### src/rtl/ctrl_pkg.sv
// Shared types and encodings for the multicycle control unit.
// States, opcodes, ALUControl codes, ImmSrc codes and mux selects.
package ctrl_pkg;

   typedef enum logic [3:0] {
      S_FETCH,
      S_DECODE,
      S_MEMADR,
      S_MEMREAD,
      S_MEMWB,
      S_MEMWRITE,
      S_EXECUTER,
      S_EXECUTEI,
      S_ALUWB,
      S_JAL,
      S_JALR1,
      S_JALR2,
      S_BRANCH,
      S_LUI
   } state_e;

   typedef enum logic [1:0] {
      AOP_ADD,
      AOP_SUB,
      AOP_FUNCT,
      AOP_PASSB
   } aluop_e;

   localparam logic [6:0] OP_LOAD   = 7'b0000011;
   localparam logic [6:0] OP_STORE  = 7'b0100011;
   localparam logic [6:0] OP_OP     = 7'b0110011;
   localparam logic [6:0] OP_IMM    = 7'b0010011;
   localparam logic [6:0] OP_JAL    = 7'b1101111;
   localparam logic [6:0] OP_JALR   = 7'b1100111;
   localparam logic [6:0] OP_BRANCH = 7'b1100011;
   localparam logic [6:0] OP_LUI    = 7'b0110111;
   localparam logic [6:0] OP_AUIPC  = 7'b0010111;

   localparam logic [3:0] ALU_ADD   = 4'b0000;
   localparam logic [3:0] ALU_SUB   = 4'b0001;
   localparam logic [3:0] ALU_AND   = 4'b0010;
   localparam logic [3:0] ALU_OR    = 4'b0011;
   localparam logic [3:0] ALU_XOR   = 4'b0100;
   localparam logic [3:0] ALU_SLT   = 4'b0101;
   localparam logic [3:0] ALU_SLTU  = 4'b0110;
   localparam logic [3:0] ALU_SLL   = 4'b0111;
   localparam logic [3:0] ALU_SRL   = 4'b1000;
   localparam logic [3:0] ALU_SRA   = 4'b1001;
   localparam logic [3:0] ALU_PASSB = 4'b1010;

   localparam logic [2:0] IMM_I = 3'b000;
   localparam logic [2:0] IMM_S = 3'b001;
   localparam logic [2:0] IMM_B = 3'b010;
   localparam logic [2:0] IMM_J = 3'b011;
   localparam logic [2:0] IMM_U = 3'b100;

   localparam logic [1:0] RES_ALUOUT = 2'b00;
   localparam logic [1:0] RES_DATA   = 2'b01;
   localparam logic [1:0] RES_ALURES = 2'b10;

   localparam logic [1:0] SRCA_PC    = 2'b00;
   localparam logic [1:0] SRCA_OLDPC = 2'b01;
   localparam logic [1:0] SRCA_A     = 2'b10;

   localparam logic [1:0] SRCB_WD    = 2'b00;
   localparam logic [1:0] SRCB_IMM   = 2'b01;
   localparam logic [1:0] SRCB_FOUR  = 2'b10;

endpackage

### src/rtl/control_unit_if.sv
// Instruction, ALU flags and datapath control lines of the control unit.
// master = control unit, slave = datapath.
interface control_unit_if;
   logic [31:0] Instr;
   logic        Zero;
   logic        CarryOut;
   logic        Overflow;
   logic        Sign;
   logic        PCWrite;
   logic        AdrSrc;
   logic        MemWrite;
   logic        IRWrite;
   logic        RegWrite;
   logic [1:0]  ResultSrc;
   logic [1:0]  ALUSrcA;
   logic [1:0]  ALUSrcB;
   logic [3:0]  ALUControl;
   logic [2:0]  ImmSrc;
   logic        illegal_instr;

   modport master (
      input  Instr, Zero, CarryOut, Overflow, Sign,
      output PCWrite, AdrSrc, MemWrite, IRWrite, RegWrite,
      output ResultSrc, ALUSrcA, ALUSrcB, ALUControl,
      output ImmSrc, illegal_instr
   );

   modport slave (
      output Instr, Zero, CarryOut, Overflow, Sign,
      input  PCWrite, AdrSrc, MemWrite, IRWrite, RegWrite,
      input  ResultSrc, ALUSrcA, ALUSrcB, ALUControl,
      input  ImmSrc, illegal_instr
   );
endinterface

### src/rtl/alu_decoder.sv
// Maps ALU-op class, funct3, Instr[30] and opcode[5] to ALUControl.
module alu_decoder
   import ctrl_pkg::*;
(
   input  aluop_e     aluop_i,
   input  logic [2:0] funct3_i,
   input  logic       instr30_i,
   input  logic       op5_i,
   output logic [3:0] alu_ctrl_o
);

   logic [3:0] fn_ctrl;

   // Instr[30] means sub only on R-type; on shifts it means sra for both.
   always_comb begin
      fn_ctrl = ALU_ADD;
      case (funct3_i)
         3'b000:  fn_ctrl = (op5_i & instr30_i) ? ALU_SUB : ALU_ADD;
         3'b001:  fn_ctrl = ALU_SLL;
         3'b010:  fn_ctrl = ALU_SLT;
         3'b011:  fn_ctrl = ALU_SLTU;
         3'b100:  fn_ctrl = ALU_XOR;
         3'b101:  fn_ctrl = instr30_i ? ALU_SRA : ALU_SRL;
         3'b110:  fn_ctrl = ALU_OR;
         default: fn_ctrl = ALU_AND;
      endcase
   end

   always_comb begin
      alu_ctrl_o = ALU_ADD;
      case (aluop_i)
         AOP_SUB:   alu_ctrl_o = ALU_SUB;
         AOP_FUNCT: alu_ctrl_o = fn_ctrl;
         AOP_PASSB: alu_ctrl_o = ALU_PASSB;
         default:   alu_ctrl_o = ALU_ADD;
      endcase
   end

endmodule

### src/rtl/control_unit.sv
// Multicycle RV32I control FSM: Moore outputs per state,
// write enables forced low while rst_n is asserted.
module control_unit
   import ctrl_pkg::*;
(
   input  logic           clk,
   input  logic           rst_n,
   control_unit_if.master bus
);

   state_e     state_q, state_d;
   logic [6:0] opcode;
   logic [2:0] funct3;
   logic       is_load, is_store, is_op, is_imm, is_jal;
   logic       is_jalr, is_branch, is_lui, is_auipc;
   logic       known, illegal, br_take, lt;
   logic       pcw, adr, mw, irw, rw, ill;
   logic [1:0] rs, sa, sb;
   logic [2:0] imm_src;
   aluop_e     aop;
   logic [3:0] alu_ctrl;
   logic       unused;

   assign opcode = bus.Instr[6:0];
   assign funct3 = bus.Instr[14:12];
   assign unused = ^{bus.Instr[31], bus.Instr[29:15], bus.Instr[11:7]};

   assign is_load   = (opcode == OP_LOAD);
   assign is_store  = (opcode == OP_STORE);
   assign is_op     = (opcode == OP_OP);
   assign is_imm    = (opcode == OP_IMM);
   assign is_jal    = (opcode == OP_JAL);
   assign is_jalr   = (opcode == OP_JALR);
   assign is_branch = (opcode == OP_BRANCH);
   assign is_lui    = (opcode == OP_LUI);
   assign is_auipc  = (opcode == OP_AUIPC);

   assign known = is_load | is_store | is_op | is_imm | is_jal
                | is_jalr | is_branch | is_lui | is_auipc;

   assign illegal = !known
                  | ((is_load | is_store) & (funct3 != 3'b010))
                  | (is_branch & (funct3[2:1] == 2'b01));

   always_comb begin
      imm_src = IMM_I;
      unique case (1'b1)
         is_load, is_jalr, is_imm: imm_src = IMM_I;
         is_store:                 imm_src = IMM_S;
         is_branch:                imm_src = IMM_B;
         is_jal:                   imm_src = IMM_J;
         is_lui, is_auipc:         imm_src = IMM_U;
         default:                  imm_src = IMM_I;
      endcase
   end

   // CarryOut=1 means no borrow, so unsigned less-than is !CarryOut.
   assign lt = bus.Sign ^ bus.Overflow;
   always_comb begin
      br_take = 1'b0;
      case (funct3)
         3'b000:  br_take = bus.Zero;
         3'b001:  br_take = !bus.Zero;
         3'b100:  br_take = lt;
         3'b101:  br_take = !lt;
         3'b110:  br_take = !bus.CarryOut;
         3'b111:  br_take = bus.CarryOut;
         default: br_take = 1'b0;
      endcase
   end

   always_comb begin
      state_d = S_FETCH;
      unique case (state_q)
         S_FETCH:  state_d = S_DECODE;
         S_DECODE: begin
            state_d = S_FETCH;
            if (!illegal) begin
               unique case (1'b1)
                  is_load, is_store: state_d = S_MEMADR;
                  is_op:             state_d = S_EXECUTER;
                  is_imm:            state_d = S_EXECUTEI;
                  is_jal:            state_d = S_JAL;
                  is_jalr:           state_d = S_JALR1;
                  is_branch:         state_d = S_BRANCH;
                  is_lui:            state_d = S_LUI;
                  is_auipc:          state_d = S_ALUWB;
                  default:           state_d = S_FETCH;
               endcase
            end
         end
         S_MEMADR:   state_d = is_load ? S_MEMREAD : S_MEMWRITE;
         S_MEMREAD:  state_d = S_MEMWB;
         S_EXECUTER: state_d = S_ALUWB;
         S_EXECUTEI: state_d = S_ALUWB;
         S_JAL:      state_d = S_ALUWB;
         S_JALR1:    state_d = S_JALR2;
         S_JALR2:    state_d = S_ALUWB;
         S_LUI:      state_d = S_ALUWB;
         default:    state_d = S_FETCH;
      endcase
   end

   always_ff @(posedge clk or negedge rst_n) begin
      if (!rst_n) state_q <= S_FETCH;
      else        state_q <= state_d;
   end

   always_comb begin
      pcw = 1'b0;
      adr = 1'b0;
      mw  = 1'b0;
      irw = 1'b0;
      rw  = 1'b0;
      ill = 1'b0;
      rs  = RES_ALUOUT;
      sa  = SRCA_PC;
      sb  = SRCB_WD;
      aop = AOP_ADD;
      unique case (state_q)
         S_FETCH: begin
            irw = 1'b1;
            pcw = 1'b1;
            rs  = RES_ALURES;
            sb  = SRCB_FOUR;
         end
         S_DECODE: begin
            sa  = SRCA_OLDPC;
            sb  = SRCB_IMM;
            ill = illegal;
         end
         S_MEMADR: begin
            sa = SRCA_A;
            sb = SRCB_IMM;
         end
         S_MEMREAD: adr = 1'b1;
         S_MEMWB: begin
            rs = RES_DATA;
            rw = 1'b1;
         end
         S_MEMWRITE: begin
            adr = 1'b1;
            mw  = 1'b1;
         end
         S_EXECUTER: begin
            sa  = SRCA_A;
            aop = AOP_FUNCT;
         end
         S_EXECUTEI: begin
            sa  = SRCA_A;
            sb  = SRCB_IMM;
            aop = AOP_FUNCT;
         end
         S_ALUWB: rw = 1'b1;
         // PC takes the OldPC+imm target while ALU forms OldPC+4 for rd.
         S_JAL, S_JALR2: begin
            pcw = 1'b1;
            sa  = SRCA_OLDPC;
            sb  = SRCB_FOUR;
         end
         S_JALR1: begin
            sa = SRCA_A;
            sb = SRCB_IMM;
         end
         S_BRANCH: begin
            sa  = SRCA_A;
            aop = AOP_SUB;
            pcw = br_take;
         end
         S_LUI: begin
            sb  = SRCB_IMM;
            aop = AOP_PASSB;
         end
         default: ;
      endcase
   end

   alu_decoder u_alu_dec (
      .aluop_i   (aop),
      .funct3_i  (funct3),
      .instr30_i (bus.Instr[30]),
      .op5_i     (bus.Instr[5]),
      .alu_ctrl_o(alu_ctrl)
   );

   assign bus.PCWrite       = pcw & rst_n;
   assign bus.AdrSrc        = adr;
   assign bus.MemWrite      = mw & rst_n;
   assign bus.IRWrite       = irw & rst_n;
   assign bus.RegWrite      = rw & rst_n;
   assign bus.illegal_instr = ill & rst_n;
   assign bus.ResultSrc     = rs;
   assign bus.ALUSrcA       = sa;
   assign bus.ALUSrcB       = sb;
   assign bus.ALUControl    = alu_ctrl;
   assign bus.ImmSrc        = imm_src;

endmodule

### src/flat_wrapper.sv
// flat-port wrapper written by rule: the top's interface ports become plain ports
module control_unit_flat import ctrl_pkg::*;
  (clk, rst_n, bus_Instr, bus_Zero, bus_CarryOut, bus_Overflow, bus_Sign, bus_PCWrite, bus_AdrSrc, bus_MemWrite, bus_IRWrite, bus_RegWrite, bus_ResultSrc, bus_ALUSrcA, bus_ALUSrcB, bus_ALUControl, bus_ImmSrc, bus_illegal_instr);
  control_unit_if bus_i ();
  input  logic clk;
  input  logic rst_n;
  input wire logic [$bits(bus_i.Instr)-1:0] bus_Instr;
  input wire logic [$bits(bus_i.Zero)-1:0] bus_Zero;
  input wire logic [$bits(bus_i.CarryOut)-1:0] bus_CarryOut;
  input wire logic [$bits(bus_i.Overflow)-1:0] bus_Overflow;
  input wire logic [$bits(bus_i.Sign)-1:0] bus_Sign;
  output wire logic [$bits(bus_i.PCWrite)-1:0] bus_PCWrite;
  output wire logic [$bits(bus_i.AdrSrc)-1:0] bus_AdrSrc;
  output wire logic [$bits(bus_i.MemWrite)-1:0] bus_MemWrite;
  output wire logic [$bits(bus_i.IRWrite)-1:0] bus_IRWrite;
  output wire logic [$bits(bus_i.RegWrite)-1:0] bus_RegWrite;
  output wire logic [$bits(bus_i.ResultSrc)-1:0] bus_ResultSrc;
  output wire logic [$bits(bus_i.ALUSrcA)-1:0] bus_ALUSrcA;
  output wire logic [$bits(bus_i.ALUSrcB)-1:0] bus_ALUSrcB;
  output wire logic [$bits(bus_i.ALUControl)-1:0] bus_ALUControl;
  output wire logic [$bits(bus_i.ImmSrc)-1:0] bus_ImmSrc;
  output wire logic [$bits(bus_i.illegal_instr)-1:0] bus_illegal_instr;
  assign bus_i.Instr = bus_Instr;
  assign bus_i.Zero = bus_Zero;
  assign bus_i.CarryOut = bus_CarryOut;
  assign bus_i.Overflow = bus_Overflow;
  assign bus_i.Sign = bus_Sign;
  assign bus_PCWrite = bus_i.PCWrite;
  assign bus_AdrSrc = bus_i.AdrSrc;
  assign bus_MemWrite = bus_i.MemWrite;
  assign bus_IRWrite = bus_i.IRWrite;
  assign bus_RegWrite = bus_i.RegWrite;
  assign bus_ResultSrc = bus_i.ResultSrc;
  assign bus_ALUSrcA = bus_i.ALUSrcA;
  assign bus_ALUSrcB = bus_i.ALUSrcB;
  assign bus_ALUControl = bus_i.ALUControl;
  assign bus_ImmSrc = bus_i.ImmSrc;
  assign bus_illegal_instr = bus_i.illegal_instr;
  control_unit u_core (.clk(clk), .rst_n(rst_n), .bus(bus_i));
endmodule
### config.mk
export PLATFORM = sky130hd
export DESIGN_NAME = control_unit_flat
export DESIGN_NICKNAME = d
export VERILOG_FILES = /design/src/rtl/ctrl_pkg.sv /design/src/rtl/control_unit_if.sv /design/src/rtl/alu_decoder.sv /design/src/rtl/control_unit.sv /design/src/flat_wrapper.sv
export SDC_FILE = /design/constraint.sdc
export NUM_CORES = 1
export LEC_CHECK = 0
export ABC_AREA = 1
export CORE_MARGIN = 1.5
export CORE_UTILIZATION = 35
export CTS_CLUSTER_DIAMETER = 150
export CTS_CLUSTER_SIZE = 16
export DETAILED_ROUTE_END_ITERATION = 10
export GPL_ROUTABILITY_DRIVEN = 0
export GPL_TIMING_DRIVEN = 1
export PLACE_DENSITY_LB_ADDON = 0.08
export SYNTH_ARGS = -nofsm -noshare
export SYNTH_HDL_FRONTEND = slang
export SYNTH_HIERARCHICAL = 1
export SYNTH_SLANG_ARGS = --single-unit
### constraint.sdc
create_clock -name clk -period 1.7 [get_ports clk]
set_input_delay 0.34 -clock clk [delete_from_list [all_inputs] [get_ports clk]]
set_output_delay 0.34 -clock clk [all_outputs]
set_load 0.01 [all_outputs]
==> reports/metrics.cfg <==
[synth]
yosys_register_bits = 4
yosys-top-cells-count = nand2_1 (40), inv_1 (22), nand3_1 (14), nor2_1 (14), inv_2 (12)
syn-num-nets = 191
synth_ff_type = dfrtp_1
synth_top_area_cell = nand2_1
yosys_warnings = 6
synth.avg_cell_area_um2 = 5.250
synthCells = 153
async_flop_share = 1.000
synth_cell_type_count = 23
yosysMostFrequentCell = nand2_1
synth-edff-count = 0
synth_area_leaders = nand2_1 (19%), dfrtp_1 (12%), inv_1 (10%)
synth_top_cell_area_share = 0.1869
ys_seq_area_frac = 0.1246
synth_area_um2 = 803.3

[setup_path]
crit_start = u_core/state_q[2]
cpMostUsedCell = nand2_1
reg2reg_depth = 8
crit_chain = buf_6 -> nand2_4 -> nor2_4 -> nand2_2 -> o21ai_2 -> inv_2 -> nor2_2 -> o21ai_1 -> inv_1 -> nand2_1 -> nand2_1 -> buf_2
timing.rr.start = u_core/state_q[2]
ff2ff_setup_slack_ps = 240
critPathKind = flip-flop to primary output
cp_slowest_cell = dfrtp_1
worstPathArrival_ps = 1570
cp-end-kind = primary output
critPathMaxFanout = 3
cp-start-kind = flip-flop
critPathRequiredTime_ps = 1360
r2r-end = u_core/state_q[1]
cp_slowest_stage_delay_ps = 400

[global_routing]
grt_max_degree = 7
grt_pass1_vias = 1231
gr-total-overflow = 0
grtUsageTotal = 0.2455
antenna_found_initial = 0
grt_pass1_wl_um = 5030

[sta]
relSlewSlack = 0.8523
fmax_mhz = 524.7
period_minus_slack_ps = 1906
worst_slew_pin_slew_ps = 221.6
rsz0062_at_grt = true
finClkSkew_ps = 1.398
setup_tns_ps = -1895
finalSetupViolCount = 13
final_hold_viol_count = 0
period_share = 1.121
slew_viol_final = 0
finalWorstSetupSlack_ps = -205.7

[cells_and_area]
area_delta_synth_final_pct = 95.79
nets = 275
instances_no_fill = 263
diodes = 0
largest_reg_flops = 4
drive_above_1_share = 0.5106
max_flop_register = u_core/state_q
reg_top3 = u_core/state_q: 4 flops

[floorplan]
die_y_um = 50.91
start_util = 0.3666
die_area_mm2 = 0.002591
pin_count = 57
core-area_mm2 = 0.002191
num_rows = 17
die_w_um = 50.91

[routing]
drc = 0
viasPerCell = 4.798
first_iter_violations = 21
first_pass_iters = 4
antenna_left = 0
drt-wirelength-per-cell_um = 11.54
via_count = 1262
routed_wl_um = 3034

[clocking]
cts_hold_buf = 0
htreeDepth = 1
clk_latency_ps = 220
ctsRootBufferMaster = clkbuf_4
clockBufferDepth = 2
cts_tree = built
path_clk_slew_ps = 30
clock-sinks = 4
cts_made_buffers = 3

[power_and_ir_drop]
p_switching_w = 0.0004489
power.internal_w = 0.0005832
swShare = 0.4349
leakagePower_nw = 0.9226
p_clk_frac = 0.104
combPwrFrac = 0.762
power.density_mw_per_mm2 = 656.2
power_frac_seq = 0.134
peakVddDrop_v = 0.0008559

[placement]
hpwl_um = 2156
io_buffers = 35
dpl.cell_count = 249
pre_cts_slack_ps = -725.2

[min_path]
worstHoldPathType = input pin to asynchronous set/reset pin

[job]
maxCapViolCount = 0

[run_status]
status = complete, but fails checks
violations = setup timing

## power by group through the flow
stage | Clock [W] | Combinational [W] | Sequential, W
6_report | 0.000108 | 0.000787 | 0.000138
5_1_grt | 0.000126 | 0.000850 | 0.000140
4_1_cts | 0.000111 | 0.000738 | 0.000137
3_5_place_dp | 0 | 0.000743 | 0.000135
3_3_place_gp | 0 | 0.000724 | 0.000133
2_1_floorplan | 0 | 0.000291 | 0.000135
## placed cells by master, fill, tap and decap left out, types with 2 or more instances in the layout
cell              n
clkdlybuf4s50_1   6
nor2_4            7
o21ai_2           3
nand3_1          12
o21ai_1           4
buf_6             6
a21oi_1           4
nor2_1           11
nand2_1          37
nor3_1            2
dlygate4sd2_1     7
clkbuf_4          3
clkbuf_2          2
nand3_2           2
nor2_2            6
dfrtp_1           3
nand2_4           5
buf_2            14
clkdlybuf4s15_1   4
buf_4            40
inv_2            15
a21oi_2           4
nand2_2           9
inv_1            18
## routing by layer
layer / part of all wire / track usage / vias up / wire (um)
li1: - / - / 643 / -
met1: 0.42 / 0.2834 / 579 / 1261
met2: 0.53 / 0.4827 / 36 / 1603
met3: 0.044 / 0.03216 / 4 / 134
met4: 0.012 / 0.03153 / 0 / 35
met5: 0 / 0 / - / 0
## area by class of cell
| type | instances | area, um2 |
|---|---|---|
| well taps | 28 | 35.03 |
| clock buffers | 3 | 22.52 |
| inverters | 34 | 130.1 |
| repair buffers | 79 | 609.3 |
| flip-flops and latches | 4 | 101.3 |
| fillers | 183 | 618.1 |
| multi-input cells | 115 | 674.4 |
## per-stage QoR
| step | cell area [um2] | total power (W) | utilization | hold WS (ps) |
|---|---|---|---|---|
| floorplan | 803.3 | 0.0004266 | - | 44.41 |
| finish | 1573 | 0.001032 | 0.7179 | 418.7 |
| detailed placement | 1436 | 0.0008779 | 0.6556 | 637.0 |
| global placement | 1436 | 0.0008578 | 0.6556 | 624.5 |
| global route | 1573 | 0.001115 | 0.7179 | 414.4 |
| CTS | 1518 | 0.0009859 | 0.6927 | 410.0 |
## timing repair
item / in CTS / in global routing
buffers inserted: 10 / 2
resized for setup: 103 / 18
pin swaps: 20 / 9
endpoints found under the setup margin: 19 / 17
## logic make-up (layout without fill, tap and decap cells)
family	Yosys count	after routing	share of synthesized area
AOI/OAI and AO/OA	21	21	0.1698
buffers and inverters	34	116	0.1589
DFF	4	4	0.1246
and+or+nand+nor	94	94	0.5467
## worst max-delay path by stage
stage                                   end  slack [ps]  cells past startpoint
final                     bus_ALUControl[0]        -210                     12
after global routing      bus_ALUControl[0]        -310                     12
after CTS                 bus_ALUControl[0]        -200                     12
after detailed placement  bus_illegal_instr        -730                     10
after global placement    bus_illegal_instr        -670                     10
after floorplan           bus_ALUControl[0]         150                     10
## critical path, delay by kind of cell (launching register included)
family / cells / cell delay [ps]
AND/OR/NAND/NOR: 6 / 430
buffers and inverters: 4 / 370
AO/OA/AOI/OAI: 2 / 150
flip-flops: 1 / 400
Note: power is estimated with default switching activity, not from simulation.
